`src/rtl/fetch_ctrl.sv`:
```
// Instruction fetch controller: IDLE/RUN/HALT sequencing of the fetch PC with
// branch redirect, stall freeze and end-of-program halt. Define FETCH_CYCLE_CNT_EN for a RUN-cycle counter.
module fetch_ctrl #(
  parameter int          AW       = 10,
  parameter logic [31:0] RESET_PC = 32'd0,
  parameter logic [31:0] END_PC   = 32'd90
) (
  input  logic        clk,
  input  logic        rst_n,
  input  logic        start,
  input  logic        stall,
  input  logic        br_taken,
  input  logic [31:0] br_target,
  input  logic [31:0] ir_in,
  output logic [31:0] pc,
  output logic [31:0] ir_out,
  output logic        ir_valid,
  output logic        busy,
  output logic        halted,
  output logic        err
`ifdef FETCH_CYCLE_CNT_EN
  ,
  output logic [31:0] cycle_cnt
`endif
);

  typedef enum logic [1:0] {
    IDLE = 2'd0,
    RUN  = 2'd1,
    HALT = 2'd2
  } state_e;

  state_e        state_q;
  logic [AW-1:0] pc_q;
  logic [AW-1:0] pc_d;
  logic [31:0]   ir_q;
  logic          valid_q;
  logic          err_q;
  logic          brOutOfRange;
  logic          atEnd;

  localparam logic [AW-1:0] ResetPcW = RESET_PC[AW-1:0];
  localparam logic [AW-1:0] EndPcW   = END_PC[AW-1:0];

  // Sequential successor wraps naturally at AW bits; a redirect takes the low bits.
  always_comb begin
    pc_d = pc_q + AW'(1);
    if (br_taken) begin
      pc_d = br_target[AW-1:0];
    end
  end

  assign brOutOfRange = |br_target[31:AW];
  assign atEnd        = (pc_q == EndPcW);

  always_ff @(posedge clk) begin
    if (!rst_n) begin
      state_q <= IDLE;
      pc_q    <= ResetPcW;
      ir_q    <= '0;
      valid_q <= 1'b0;
      err_q   <= 1'b0;
    end else begin
      case (state_q)
        IDLE: begin
          valid_q <= 1'b0;
          pc_q    <= ResetPcW;
          if (start) begin
            state_q <= RUN;
          end
        end
        RUN: begin
          if (stall) begin
            valid_q <= 1'b0;
          end else if (atEnd) begin
            // Final word still issues; any redirect this cycle is dropped.
            ir_q    <= ir_in;
            valid_q <= 1'b1;
            state_q <= HALT;
          end else if (br_taken && brOutOfRange) begin
            valid_q <= 1'b0;
            err_q   <= 1'b1;
            state_q <= HALT;
          end else begin
            ir_q    <= ir_in;
            valid_q <= 1'b1;
            pc_q    <= pc_d;
          end
        end
        HALT: begin
          valid_q <= 1'b0;
          if (start) begin
            state_q <= RUN;
            pc_q    <= ResetPcW;
            err_q   <= 1'b0;
          end
        end
        default: begin
          state_q <= IDLE;
          valid_q <= 1'b0;
        end
      endcase
    end
  end

`ifdef FETCH_CYCLE_CNT_EN
  logic [31:0] cycleCnt_q;

  // Start only restarts the count when it actually launches a run.
  always_ff @(posedge clk) begin
    if (!rst_n) begin
      cycleCnt_q <= '0;
    end else if (start && (state_q != RUN)) begin
      cycleCnt_q <= '0;
    end else if ((state_q == RUN) && (cycleCnt_q != 32'hFFFF_FFFF)) begin
      cycleCnt_q <= cycleCnt_q + 32'd1;
    end
  end

  assign cycle_cnt = cycleCnt_q;
`endif

  assign pc       = {{(32-AW){1'b0}}, pc_q};
  assign ir_out   = ir_q;
  assign ir_valid = valid_q;
  assign err      = err_q;
  assign busy     = (state_q == RUN);
  assign halted   = (state_q == HALT);

endmodule

```
`config.mk`:
```
export PLATFORM = sky130hd
export DESIGN_NAME = fetch_ctrl
export DESIGN_NICKNAME = d
export VERILOG_FILES = /design/src/rtl/fetch_ctrl.sv
export SDC_FILE = /design/constraint.sdc
export NUM_CORES = 1
export LEC_CHECK = 0
export BUFFER_PORTS_ARGS = -buffer_cell sky130_fd_sc_hd__buf_2
export CAP_MARGIN = 5
export CORE_MARGIN = 2
export CORE_UTILIZATION = 40
export DETAILED_ROUTE_END_ITERATION = 8
export GPL_TIMING_DRIVEN = 0
export PLACE_DENSITY = 0.76
export SKIP_CTS_REPAIR_TIMING = 1
export SYNTH_ARGS = -nofsm -noshare
export SYNTH_HDL_FRONTEND = slang
export SYNTH_SLANG_ARGS = --single-unit
```
`constraint.sdc`:
```
create_clock -name clk -period 2.02 [get_ports clk]
set_input_delay 0 -clock clk [delete_from_list [all_inputs] [get_ports clk]]
set_output_delay 0 -clock clk [all_outputs]
set_load 0.02 [all_outputs]
```
==> results.md <==
* Setup ws final at 74.9 ps
* Fill cells at 534
* Synth Warn # at 0
* Max stage delay on crit path at 430 ps
* Sequential share of the synthesized area at 0.366
* Synth Instances at 290
* Worst EP required at about 2200 ps
* Drt first pass iters at 4
* Vias per cell at approximately 5.0
* CTS H-tree depth at 2
* Vias in the first global route at 2,350
* Core Area at 5990 µm²
* Area grow syn2layout at 48.8%
* Slowest-stage cell, CP: nor4b_4
* R2R Setup Slk at 70 ps
* Die width at roughly 83 µm
* Delay-heaviest family, CP: simple AND/OR/NAND/NOR gates
* CTS tree: built
* Design Area, Final at 3740 µm²
* Largest family of logic cells by synthesized area: compound AO/OA/AOI/OAI gates
* #FFs+latches synth at between 40 and 50
* Simple-Gate Fraction of Synth Area at 0.218
* Cell Chain, Critical Path: inv_1 -> ha_1 -> nor4b_2 -> and3_4 -> nor4b_4 -> nor2_4 -> a311o_1
* Multiplexer share of the synthesized area at 0.0279
* Number of synthesized flops with an enable pin at 0
* First-pass GRT wire length at 11,000 µm
* Initial DRC Count at 83
* Largest net degree at the start of global routing at 14
* Crit path max fanout at 8
* Num ports at 137
* Final Hold Vio Count at 1
* Worst setup EP type: register
* Hold Path Sink: state_q[0]$_SDFFE_PN0P_
* Pwr dens at 549 nW/µm²
* Async SR Flop Fraction at 0
* CTS max path bufs at 2
* Fmax at 0.514 GHz
* Die area at 6940 µm²
* Proportion of layout cells with a drive suffix above 1 at 0.364
* Violated checks: hold timing
* Setup TNS at 0 ps
* Initial Util at 0.420
* Reg clk slew, reported paths at 90 ps
* RSZ-0062 raised after global routing: yes
* FF-to-FF Start: pc_q[0]$_SDFFE_PN0P_
* GRT Util Overall at 0.189
* Critical path buffers and inverters at 1
* Post-DP HPWL at 5190 µm
* Gr ovfl total at 0
* Count of pins over their slew limit at 0
* Crit path DAT at 2120 ps
* DRT Wirelength at around 7300 µm
* Prevailing post-synth register cell: dfxtp_1
* Num CTS Buffers at 5
* Via Count at 2,725
* Static Leak at 1.71 nW
* VDD IR max at approximately 380 µV
* Rows at 28
* Final setup viols at 0
* Max_cap viols at 0
* Worst R2R End: pc_q[0]$_SDFFE_PN0P_
* Worst-skew pair later-pin latency at 290 ps
* Status: finished, violations left
* Dpl cell area at approximately 3300 µm²
* Antenna diodes at 0
* PortBufs at 114
* Netlist Area Pre-Place at between 2000 and 3000 µm²
* Final hold slack at -7.71 ps
* WHS Path Cells at 3
* Clock Sinks at 46
* Final routed DRC violation total at 0
* # nets final at 540
* Distinct cells, synth at 48
* Tot Pwr at 2.06 mW
* Mean post-synth cell area at around 8.7 µm²
* Synth Area in Adders at 0.00995
* Dpl ws at -56.3 ps
* Setup crit start kind: register
* XOR/XNOR Fraction of Synth Area at 0.0174
* Hold Crit Class: input port to register
* Period minus WS final at ~1900 ps
* Synth Area in Compound Gates at 0.246
* Final Skew at 7.00 ps
* RePlAce Congestion at about 0.83
* DIE HEIGHT at 83.3 µm
* Final antenna-violating net count at 0
* Root buffer cell: clkbuf_8
* DR WL/cell at roughly 13 µm
* Hold Startpoint: start
* Critical path class: register to register
* Worst reg-to-reg path cell count at 7
* Antenna violations before repair at 0
* Final period util at 0.963
sequential cells by signal (all words and copies together) (netlist names):
name / count
state_q: 2
ir_valid: 1
err: 1
ir_out: 32
pc_q: 10
cell families after synthesis:
kind of cell    after synthesis
compound gates               92
simple gates                 89
buf+inv                      48
flops                        46
mux                           7
xor+xnor                      5
fa+ha+maj                     2
other cells                   1
stage by stage:
step	hold slack, ps	cells	utilization
2_1_floorplan	147	311	-
3_3_place_gp	255	500	0.544
3_5_place_dp	257	500	0.544
4_1_cts	-66.9	508	0.562
5_1_grt	5.97	545	0.625
6_report	-7.71	545	0.625
cell usage in the layout, fill, tap and decap left out, types with 3 or more instances in the layout:
| cell type | synthesis | layout |
|---|---|---|
| a21boi_0 | 3 | 3 |
| a21boi_1 | 30 | 30 |
| a21o_1 | 3 | 3 |
| buf_2 | 3 | 116 |
| buf_4 | 22 | 27 |
| clkbuf_1 | 18 | 15 |
| clkbuf_2 | 0 | 5 |
| clkbuf_8 | 0 | 5 |
| conb_1 | 1 | 22 |
| dfxtp_1 | 46 | 44 |
| dlygate4sd3_1 | 0 | 32 |
| inv_1 | 3 | 3 |
| mux2i_1 | 7 | 7 |
| nand2_1 | 14 | 14 |
| nand2b_1 | 6 | 6 |
| nand3_1 | 35 | 35 |
| nand4_1 | 4 | 4 |
| nor2_1 | 7 | 7 |
| nor2b_1 | 7 | 7 |
| nor4_4 | 3 | 3 |
| o211ai_1 | 6 | 6 |
| o21ai_0 | 36 | 36 |
| xnor2_1 | 4 | 4 |
layout make-up:
class,count,area (µm²),area share
clock buffer,7,76.3,0.0204
clock inverter,1,30.0,0.00802
multi-input combinational,217,1400,0.373
buffer,44,277,0.0739
tap,75,93.8,0.0251
inverter,4,15.0,0.00401
sequential,46,926,0.247
timing repair buffer,151,928,0.248
synthesized netlist by cell type, types with 2 or more instances:
cell type,n,area (µm²)
a21boi_0,3,22.5
xnor2_1,4,35.0
o211ai_1,6,45.0
nand4_1,4,25.0
and2_1,2,12.5
ha_1,2,25.0
buf_4,22,165
inv_1,3,11.3
nor4_4,3,63.8
clkbuf_1,18,67.6
a21boi_1,30,225
nand3_1,35,175
buf_2,3,15.0
nor2b_1,7,43.8
nor2_1,7,26.3
and3_1,2,12.5
mux2i_1,7,70.1
dfxtp_1,46,921
a21o_1,3,22.5
o21ai_0,36,180
a21oi_1,2,10.0
nand2_1,14,52.6
nand2b_1,6,37.5
power breakdown:
part / internal, mW / switching [mW]
Clock: 0.371 / 0.303
Sequential: 0.929 / 0.0174
Combinational: 0.207 / 0.230
how the worst max path moves through the flow:
stage	start	cells after the start	end	slack, ps
floorplan	pc_q[0]$_SDFFE_PN0P_	7	pc_q[0]$_SDFFE_PN0P_	30
global placement	pc_q[0]$_SDFFE_PN0P_	7	pc_q[0]$_SDFFE_PN0P_	-30
detailed placement	pc_q[0]$_SDFFE_PN0P_	7	pc_q[0]$_SDFFE_PN0P_	-60
CTS	pc_q[1]$_SDFFE_PN0P_	7	ir_out[4]$_SDFFE_PN0P_	-90
global route	pc_q[0]$_SDFFE_PN0P_	8	ir_out[5]$_SDFFE_PN0P_	-5
finish	pc_q[0]$_SDFFE_PN0P_	7	pc_q[0]$_SDFFE_PN0P_	70
per-layer routing:
| metal | vias to the layer above | track usage | share of wire | routed length [µm] |
|---|---|---|---|---|
| met5 | - | 0 | 0 | 0 |
| met4 | 0 | 0.0581 | 0.011 | 80 |
| met3 | 9 | 0.0398 | 0.063 | 462 |
| met2 | 111 | 0.333 | 0.51 | 3730 |
| met1 | 1251 | 0.230 | 0.42 | 3040 |
| li1 | 1354 | - | - | - |
tightest hold or removal path, stage by stage:
cell      delay (ps)
buf_2            110
nand2b_1          60
a21boi_0          70
Power figures use the tool's default switching activity.
